$ cat src/rtl/addr_wr_sel.sv
// addr_wr_sel: per-queue SRAM write-address sequencer for systolic array results.
// A single beat counter runs during a pass. Each write queue k is skewed by
// k*ADDR_OFFSET beats and writes WRITE_LEN consecutive addresses starting at 0.
// An idle queue parks its address at ADDR_MAX and holds its write enable low.
// Optional feature: define ADDR_WR_SEL_ABORT_EN to add an 'abort' input that
// cancels a running pass without a done pulse.
module addr_wr_sel #(
  parameter int ARRAY_SIZE  = 8,
  parameter int QUEUE_COUNT = (ARRAY_SIZE + 3) / 4,
  parameter int ADDR_OFFSET = 4,
  parameter int ADDR_WIDTH  = 10,
  parameter int ADDR_MAX    = 127,
  parameter int WRITE_LEN   = 99,
  parameter int CNT_WIDTH   = 8
) (
  input  logic                              clk,
  input  logic                              rst,
  input  logic                              start,
  input  logic                              out_valid,
`ifdef ADDR_WR_SEL_ABORT_EN
  input  logic                              abort,
`endif
  output logic [QUEUE_COUNT*ADDR_WIDTH-1:0] sram_waddr_packed,
  output logic [QUEUE_COUNT-1:0]            sram_wen_packed,
  output logic                              busy,
  output logic                              done
);

  // Counter value of the final accepted beat of a pass (last queue's last write).
  localparam int LAST = WRITE_LEN - 1 + (QUEUE_COUNT - 1) * ADDR_OFFSET;
  localparam logic [ADDR_WIDTH-1:0] ADDR_PARK = ADDR_WIDTH'(ADDR_MAX);
  localparam logic [31:0] LAST_C = 32'(LAST);

  typedef enum logic [1:0] {
    IDLE = 2'd0,
    RUN  = 2'd1,
    DONE = 2'd2
  } state_t;

  state_t                          state_reg;
  logic [CNT_WIDTH-1:0]            cnt_reg;
  logic [31:0]                     cnt_ext;
  logic                            abort_int;
  logic                            beat;
  logic [QUEUE_COUNT-1:0]          active;
  logic [QUEUE_COUNT-1:0]          wen_next;
  logic [QUEUE_COUNT*ADDR_WIDTH-1:0] addr_next;

`ifdef ADDR_WR_SEL_ABORT_EN
  assign abort_int = abort;
`else
  assign abort_int = 1'b0;
`endif

  // Widen the counter once so range compares against skew bounds are width-clean.
  assign cnt_ext = 32'(cnt_reg);

  // A beat is accepted only while running; abort wins over a coincident beat.
  assign beat = (state_reg == RUN) && out_valid && !abort_int;

  assign busy = (state_reg == RUN);

  // Per-queue window decode and next address/enable selection.
  generate
    for (genvar gi = 0; gi < QUEUE_COUNT; gi++) begin : g_queue
      localparam logic [31:0] LO = 32'(gi * ADDR_OFFSET);
      localparam logic [31:0] HI = 32'(gi * ADDR_OFFSET + WRITE_LEN - 1);
      logic in_window;

      if (gi == 0) begin : g_first
        // Queue 0 starts at beat 0, so only the upper bound matters.
        assign in_window = (cnt_ext <= HI);
      end else begin : g_skewed
        assign in_window = (cnt_ext >= LO) && (cnt_ext <= HI);
      end

      assign active[gi]   = beat && in_window;
      assign wen_next[gi] = active[gi];
      assign addr_next[gi*ADDR_WIDTH +: ADDR_WIDTH] =
        active[gi] ? ADDR_WIDTH'(cnt_ext - LO) : ADDR_PARK;
    end
  endgenerate

  // FSM, beat counter and registered write outputs / done pulse.
  always_ff @(posedge clk) begin
    if (rst) begin
      state_reg         <= IDLE;
      cnt_reg           <= '0;
      sram_waddr_packed <= {QUEUE_COUNT{ADDR_PARK}};
      sram_wen_packed   <= '0;
      done              <= 1'b0;
    end else begin
      // Outputs lag the sampled beat by exactly one cycle; outside an accepted
      // beat the next values are already parked/low.
      sram_waddr_packed <= addr_next;
      sram_wen_packed   <= wen_next;
      done              <= 1'b0;
      case (state_reg)
        IDLE: begin
          if (start) begin
            state_reg <= RUN;
            cnt_reg   <= '0;
          end
        end
        RUN: begin
          if (abort_int) begin
            state_reg <= IDLE;
          end else if (out_valid) begin
            cnt_reg <= cnt_reg + CNT_WIDTH'(1);
            if (cnt_ext == LAST_C) begin
              // Final write and done become visible on the same cycle.
              state_reg <= DONE;
              done      <= 1'b1;
            end
          end
        end
        DONE: begin
          state_reg <= IDLE;
        end
        default: begin
          state_reg <= IDLE;
        end
      endcase
    end
  end

endmodule

$ cat config.mk
export PLATFORM = sky130hd
export DESIGN_NAME = addr_wr_sel
export DESIGN_NICKNAME = d
export VERILOG_FILES = /design/src/rtl/addr_wr_sel.sv
export SDC_FILE = /design/constraint.sdc
export NUM_CORES = 1
export LEC_CHECK = 0
export CAP_MARGIN = 5
export CELL_PAD_IN_SITES_DETAIL_PLACEMENT = 1
export CELL_PAD_IN_SITES_GLOBAL_PLACEMENT = 1
export CORE_MARGIN = 2
export CORE_UTILIZATION = 39
export CTS_CLUSTER_DIAMETER = 80
export CTS_CLUSTER_SIZE = 12
export DETAILED_ROUTE_END_ITERATION = 7
export PLACE_DENSITY_LB_ADDON = 0.1
export SLEW_MARGIN = 0
export SYNTH_ARGS = -nofsm -noshare
export SYNTH_HDL_FRONTEND = slang
export SYNTH_SLANG_ARGS = --single-unit
$ cat constraint.sdc
create_clock -name clk -period 5.9 [get_ports clk]
set_input_delay 0.59 -clock clk [delete_from_list [all_inputs] [get_ports clk]]
set_output_delay 0.59 -clock clk [all_outputs]
set_load 0.05 [all_outputs]
==> qor.yml <==
power_density_nw_per_um2: 261
hold_violations: 0
synth_cells: 126
cts_buffer_depth: 2
fill_cells: 349
p_int_mw: 0.304
vias_per_cell: 5.00
routedWlPerCell_microns: 13.8
hold_buffers: 0
p_seq_frac: 0.520
finalCritPeriodShare: 0.409
grt_max_degree: 12
fin_crit_ps: 2410
crit_chain: "nor2b_1 -> clkdlybuf4s50_1"
final_area_sq_um: 1540
post_cts_buffers: 0
timing.setup.tns_ps: 0
core_region_area_sq_um: 2980
synth_edf_count: 0
place_congestion: 0.821
first_global_vias: 931
io_pins: 28
path_max_fanout: 6
antenna_found_initial: 0
finalPower_mw: 0.401
power_switching_mw: 0.0964
dieArea_sq_um: 3540
drtAntennaViolNets: 0
die-width_microns: 59.5
rows: 20
hp-class: "flop to flop"
grt.total_usage: 0.165
grt_setup_unrepaired: "no"
worstSetupPathType: "flop to primary output"
cp-start-kind: "flop"
leakage_nw: 0.581
grt_pass1_wl_mm: 4.28
ys_seq_area_frac: 0.500
clkPwrFrac: 0.398
cts-resized-gates: 0
clk_pin_slew_ps: 100
wl_mm: 2.56
status: "completed"
slew_headroom: 0.579
initial_core_util: 0.403
end_kind: "primary output"
area_delta_synth_final_pct: 27.9
num_vias: 930
ir_worst_vdd_v: 0.000115
placed_cell_area_sq_um: 1460
cp_slowest_cell: "clkdlybuf4s50_1"
hold_ws_ps: 561
cp.arrival_ps: 1820
seq_area_sq_um: 601
portBuffers: 25
slew_viol_final: 0
drc: 0
worstSkewPairLatency_ps: 330
yosys_warnings: 0
async_reset_ff_frac: 0
max_freq_mhz: 414
dr.pass1.iters: 4
h-tree-depth: 2
swShare: 0.241
place_hpwl_mm: 1.92
die_h_microns: 59.5
multi_input_area_sq_um: 552
final_nets: 162
netlist_area_sq_um: 1200
cts_buffers: 5
setup_viol: 0
tritoncts: "built"
worst_path_largest_cell_delay_ps: 830
first_iter_violations: 15
max_slew.worst_pin.slew_ps: 614
antennaDiodeCount: 0
synth_cell_types: 33
maxCapViolations: 0
cts_sinks: 30
grt_overflow: 0
largest_reg_flops: 17
p_comb_frac: 0.082
drive_gt1_frac: 0.0915
yosys_register_bits: 30
fin_skew_ps: 10.4
avgSynthCellArea_sq_um: 9.53
synthFlopType: "dfxtp_1"
cp_data_required_time_ps: 5310
cts-root-buf: "clkbuf_4"
metal layers:
metal | wire, microns | GRT usage | share of wire | vias up
met5 | 0 | 0 | 0 | -
met2 | 1240 | 0.264 | 0.48 | 26
met4 | 75 | 0.102 | 0.029 | 0
li1 | - | - | - | 467
met1 | 1140 | 0.192 | 0.44 | 430
met3 | 111 | 0.0524 | 0.043 | 7
worst paths after layout:
check,from,slack (ps),cells past startpoint,to
setup / recovery,state_reg[0],3490,2,busy
hold / removal,cnt_reg[2],560,1,sram_waddr_packed[12]
setup reg to reg,cnt_reg[2],3820,6,sram_waddr_packed[1]
hold reg to reg,cnt_reg[2],560,1,sram_waddr_packed[12]
worst max-delay path, delay by kind of cell (launching register included):
family	cells	cell delay (ps)
buffers and inverters	1	830
and+or+nand+nor	1	210
DFF	1	450
Yosys cell counts, types with 2 or more instances:
library cell / instances / area share
nand2_1: 16 / 0.050
xnor2_1: 8 / 0.058
nand3_1: 6 / 0.025
nor2_1: 12 / 0.037
dfxtp_1: 30 / 0.50
clkbuf_1: 6 / 0.019
or3_1: 2 / 0.010
a21o_1: 2 / 0.012
nor4_1: 4 / 0.021
a211oi_1: 2 / 0.012
buf_4: 3 / 0.019
ha_1: 6 / 0.062
nand2b_1: 2 / 0.010
nor3_1: 5 / 0.021
inv_1: 4 / 0.012
through the flow:
step,setup slack (ps),util,instances
2_1_floorplan,4040,-,129
3_3_place_gp,3610,0.490,178
3_5_place_dp,3530,0.490,178
4_1_cts,3470,0.516,186
5_1_grt,3410,0.516,186
6_report,3490,0.516,186
kinds of logic (layout without fill, tap and decap cells):
logic type | Yosys count | count (layout) | synth area share
AND/OR/NAND/NOR | 56 | 56 | 0.242
flip-flops | 30 | 30 | 0.500
buffers and inverters | 13 | 37 | 0.0500
AO/OA/AOI/OAI | 10 | 10 | 0.0687
XOR/XNOR | 9 | 9 | 0.0656
adder cells (fa/ha/maj) | 6 | 6 | 0.0625
other | 1 | 4 | 0.00312
multiplexers | 1 | 1 | 0.00833
power by group through the flow:
stage / registers, mW / logic [mW] / clock network, mW
global placement: 0.213 / 0.0328 / 0
global route: 0.209 / 0.0350 / 0.172
floorplan: 0.222 / 0.0134 / 0
finish: 0.208 / 0.0330 / 0.159
CTS: 0.208 / 0.0330 / 0.165
detailed placement: 0.213 / 0.0329 / 0
placed cells by master (no fill, tap or decap), types with 2 or more instances in the layout:
master,instances
dfxtp_1,30
clkdlybuf4s50_1,25
nand2_1,16
nor2_1,12
xnor2_1,8
nand3_1,6
ha_1,6
nor3_1,5
clkbuf_4,5
inv_1,4
nor4_1,4
conb_1,4
or3_1,2
a21o_1,2
nand2b_1,2
a211oi_1,2
clkinv_2,2
layout make-up:
type,count,area share
Clock buffer,5,0.0244
Clock inverter,3,0.0261
Inverter,4,0.00977
Multi-Input combinational cell,86,0.359
Sequential cell,30,0.391
Tap cell,33,0.0269
Timing Repair Buffer,25,0.163
Power figures use the tool's default switching activity.
==> edit 1: new RTL, same settings <==
Set the parameter `ARRAY_SIZE` to 16 (it was 8).
--- a/src/rtl/addr_wr_sel.sv
+++ b/src/rtl/addr_wr_sel.sv
@@ -7,3 +7,3 @@
 module addr_wr_sel #(
-  parameter int ARRAY_SIZE  = 8,
+  parameter int ARRAY_SIZE  = 16,
   parameter int QUEUE_COUNT = (ARRAY_SIZE + 3) / 4,
Interface: changed (resized sram_waddr_packed and sram_wen_packed); port bits go from 28 to 50. The function was not compared with the original's and may differ.
==> edit 1 against the original RTL <==
  * Total power is 40% higher
  * Combinational power is 4% higher
  * Synthesized area is 74% higher
  * Sequential cell count is 20 higher
  * Cell area is 72% higher
  * First-iteration DRC count grew to 4.8 times the old value
  * Non-clock buffer count is 22 higher
  * Routed wire length is 79% higher
  * Worst setup slack worse by 0.064 ns
==> edit 1: results (changes against the original RTL) <==
Clock Power - 0.184 mW (was 0.159 mW)
First-pass GRT wire length - 7890 um (was 4280 um)
CP Data Arrival Time - 1.89 ns (was 1.82 ns)
Leak - 0.989 nW (was 0.581 nW)
Switching power - 0.131 mW (was 0.0964 mW)
Detailed-route via count - 1539 (was 930)
Total GRT Usage - 16.8% (was 16.5%)
CP max stage delay - 0.76 ns (was 0.83 ns)
Reg-to-reg startpoint - cnt_reg[4] (was cnt_reg[2])
Seq. pwr - 0.344 mW (was 0.208 mW)
Placed cells - 312 (was 178)
Register area share after synthesis - 48.0% (was 50.0%)
Adder-Cell Fraction of Synth Area - 7.20% (was 6.25%)
Clock Root Buffer - clkbuf_8 (was clkbuf_4)
Ys async rst share - 0% (unchanged)
Tightest Pin Transition - 0.676 ns (was 0.614 ns)
Fillcell total - 608 (was 349)
Post-synth cell types - 45 (was 33)
Crit Path Max Fanout - 17 (was 6)
Nets - 265 (was 162)
Maximum vdd drop - 97.5 uV (was 115 uV)
R2r endpoint - sram_waddr_packed[18] (was sram_waddr_packed[1])
Port Buffers - 47 (was 25)
Largest net degree at the start of global routing - 18 (was 12)
Reg2reg setup slack - 3.59 ns (was 3.82 ns)
DR iter-0 viols - 72 (was 15)
Crit path max-delay family - flip-flops (was buffers and inverters)
Status - finished, final reports clean (unchanged)
Clock Skew - 0.00817 ns (was 0.0104 ns)
Avg WL per Cell - 14.4 um (was 13.8 um)
Dpl hpwl - 3330 um (was 1920 um)
Max reg flops - 35 (was 17)
Synth top cells by count - 50 x dfxtp_1, 28 x nand2_1, 14 x nor2_1 (was 30 x dfxtp_1, 16 x nand2_1, 12 x nor2_1)
Gpl congestion - 0.804 (was 0.821)
CP max stage cell - dfxtp_1 (was clkdlybuf4s50_1)
Clk_lat worst skew - 0.30 ns (was 0.33 ns)
Xor/xnor cell area share of the yosys netlist - 6.72% (was 6.56%)
Crit path from - state_reg[1] (was state_reg[0])
Post-CTS sizing - 0 (unchanged)
Compound-Gate Fraction of Synth Area - 6.48% (was 6.87%)
Top post-synthesis cells by area - dfxtp_1 48%, ha_1 7.2%, nand2_1 5.0% (was dfxtp_1 50%, ha_1 6.3%, xnor2_1 5.8%)
-- edit 1: final cells by class --
class / count / area [sq um] / share of cell area (%)
clock buffer: 5 / 68.8 / 2.61
tap: 70 / 87.6 / 3.32
multi-input combinational: 140 / 985 / 37.3
inverter: 5 / 18.8 / 0.711
clock inverter: 2 / 10.0 / 0.379
sequential: 50 / 1000 / 37.9
timing repair buffer: 47 / 470 / 17.8
-- edit 1: cells by family after synthesis --
kind of cell,Yosys count
simple gates,90
buf+inv,19
xor+xnor,16
compound gates,17
other cells,1
flops,50
fa+ha+maj,12
mux,1
-- edit 1: worst reg2reg max path, cell delays in order, from the launching register on --
cell	delay, ns
dfxtp_1	0.75
inv_1	0.21
ha_1	0.28
or3b_4	0.27
a21oi_2	0.06
a211oi_4	0.46
and3_1	0.23
-- edit 1: how the worst min path moves through the flow --
stage,from,cells after the start,slack [ns],to
CTS,cnt_reg[3],1,0.60,sram_waddr_packed[23]
global route,cnt_reg[3],1,0.67,sram_waddr_packed[23]
global placement,cnt_reg[3],1,0.58,sram_waddr_packed[23]
finish,cnt_reg[3],1,0.60,sram_waddr_packed[23]
detailed placement,cnt_reg[3],1,0.58,sram_waddr_packed[23]
floorplan,cnt_reg[3],1,0.48,sram_waddr_packed[23]
-- edit 1: stage by stage --
step	power (mW)	setup WS [ns]	area, sq um
after global routing	0.584	3.33	2640
after detailed placement	0.387	3.57	2560
after global placement	0.386	3.57	2560
final	0.562	3.42	2640
after CTS	0.568	3.41	2640
after floorplan	0.375	3.96	2100
-- edit 1: metal layers --
metal / track usage, % / up-vias / wire, um
li1: - / 756 / -
met1: 21.3 / 746 / 2090
met2: 28.6 / 31 / 2280
met3: 3.53 / 6 / 166
met4: 5.36 / 0 / 54
met5: 0 / - / 0
==> edit 2: new RTL, same settings <==
Without the edit above. Make the reset (`rst`) asynchronous in one clocked block.
--- a/src/rtl/addr_wr_sel.sv
+++ b/src/rtl/addr_wr_sel.sv
@@ -84,3 +84,3 @@
   // FSM, beat counter and registered write outputs / done pulse.
-  always_ff @(posedge clk) begin
+  always_ff @(posedge clk or posedge rst) begin
     if (rst) begin
Formal check against the unedited RTL: differs if rst is asserted again (counterexample within 4 cycles, from zero or initial values and one cycle with rst high); with rst held inactive, the same outputs for 10 cycles.
==> edit 2 against the original RTL <==
  * Die area increased by 15%
  * Fmax grew 0.61%
  * Synthesized area is 16% higher
  * First-iteration DRC count rose by 33%
  * Routed wire length rose by 15%
  * Worst setup slack better by 0.015 ns
  * Count of clock-buffer cells in the layout grew 2
  * Cell area grew 12%
  * Sequential cell count did not move
  * Core utilization fell by 0.69 points
Power is not compared: it rests on default switching activity, and its combinational part moved more than twofold at a synthesized area within 25%.
==> edit 2: results (changes against the original RTL) <==
Largest net degree at the start of global routing - 31 (was 12)
Grt met1 use - 19.4% (was 19.2%)
Top_reg_cell synth - dfrtp_1 (was dfxtp_1)
Tightest Pin Transition - 0.764 ns (was 0.614 ns)
Dpl hpwl - 2170 um (was 1920 um)
Hold Path Class - input pin to async pin (was register to register)
Avg WL per Cell - 14.9 um (was 13.8 um)
Detailed-route via count - 1014 (was 930)
Placed cell area - 1670 sq um (was 1460 sq um)
Clock Skew - 0.00601 ns (was 0.0104 ns)
DR iter-0 viols - 20 (was 15)
Max H-tree Level - 2 (unchanged)
Met3 WL - 100 um (was 111 um)
Drt pass-1 iters - 5 (was 4)
Met2 WL - 1500 um (was 1240 um)
GRT met2 Usage - 28.0% (was 26.4%)
Reg2Reg Depth - 5 (was 6)
Fillcell total - 378 (was 349)
Gpl congestion - 0.868 (was 0.821)
Clock Tree Buf Depth - 2 (unchanged)
Nets - 160 (was 162)
Total GRT Usage - 16.6% (was 16.5%)
Status - finished, final reports clean (unchanged)
Top post-synthesis cells by area - dfrtp_1 29%, dfstp_2 26%, ha_1 5.4% (was dfxtp_1 50%, ha_1 6.3%, xnor2_1 5.8%)
R2r endpoint - sram_waddr_packed[1] (unchanged)
First-pass GRT wire length - 5000 um (was 4280 um)
Synth top cells by count - 16 x dfrtp_1, 14 x dfstp_2 (was 30 x dfxtp_1, 16 x nand2_1, 12 x nor2_1)
Layout cells sized above 1 - 16.6% (was 9.15%)
Crit Path Max Fanout - 7 (was 6)
Register area share after synthesis - 55.3% (was 50.0%)
Layout area overhead - 24.1% (was 27.9%)
Post-synth cell types - 40 (was 33)
Ys async rst share - 100% (was 0%)
==> edit 2: area by class of cell <==
class	instances	area share [%]
sequential	30	44.5
timing repair buffer	26	14.9
inverter	6	1.31
clock buffer	7	3.19
clock inverter	1	0.290
multi-input combinational	81	32.4
tap	46	3.34
==> edit 2: critical path: cells and delay by family (launching register included) <==
kind	cells	cell delay [ns]
flip-flops	1	0.44
AND/OR/NAND/NOR	1	0.21
buffers and inverters	1	0.83
==> edit 2: kinds of logic after synthesis <==
family | share of synthesized area (%)
AO/OA/AOI/OAI | 7.02
other | 0.270
buffers and inverters | 5.31
flip-flops | 55.3
AND/OR/NAND/NOR | 23.5
multiplexers | 0.720
adder cells (fa/ha/maj) | 5.40
XOR/XNOR | 2.52
==> edit 2: through the flow <==
stage | cells | setup slack [ns] | hold WS, ns
floorplan | 125 | 4.15 | 0.533
global placement | 189 | 3.89 | 0.626
detailed placement | 189 | 3.81 | 0.638
CTS | 197 | 3.48 | 0.649
global route | 197 | 3.37 | 0.668
finish | 197 | 3.50 | 0.647
==> edit 2: power by group through the flow <==
stage	registers (mW)	clock network, mW	logic, mW
6_report	0.301	0.125	0.320
5_1_grt	0.310	0.141	0.341
4_1_cts	0.303	0.131	0.324
3_5_place_dp	0.307	0	0.322
3_3_place_gp	0.303	0	0.318
2_1_floorplan	0.408	0	0.129
==> edit 2: how the worst max path moves through the flow <==
stage | start | endpoint | cells past startpoint | slack, ns
3_5_place_dp | out_valid | cnt_reg[3] | 4 | 3.81
4_1_cts | state_reg[0] | busy | 2 | 3.48
2_1_floorplan | state_reg[0] | busy | 1 | 4.15
5_1_grt | state_reg[0] | busy | 2 | 3.37
3_3_place_gp | out_valid | cnt_reg[3] | 4 | 3.89
6_report | state_reg[0] | busy | 2 | 3.50
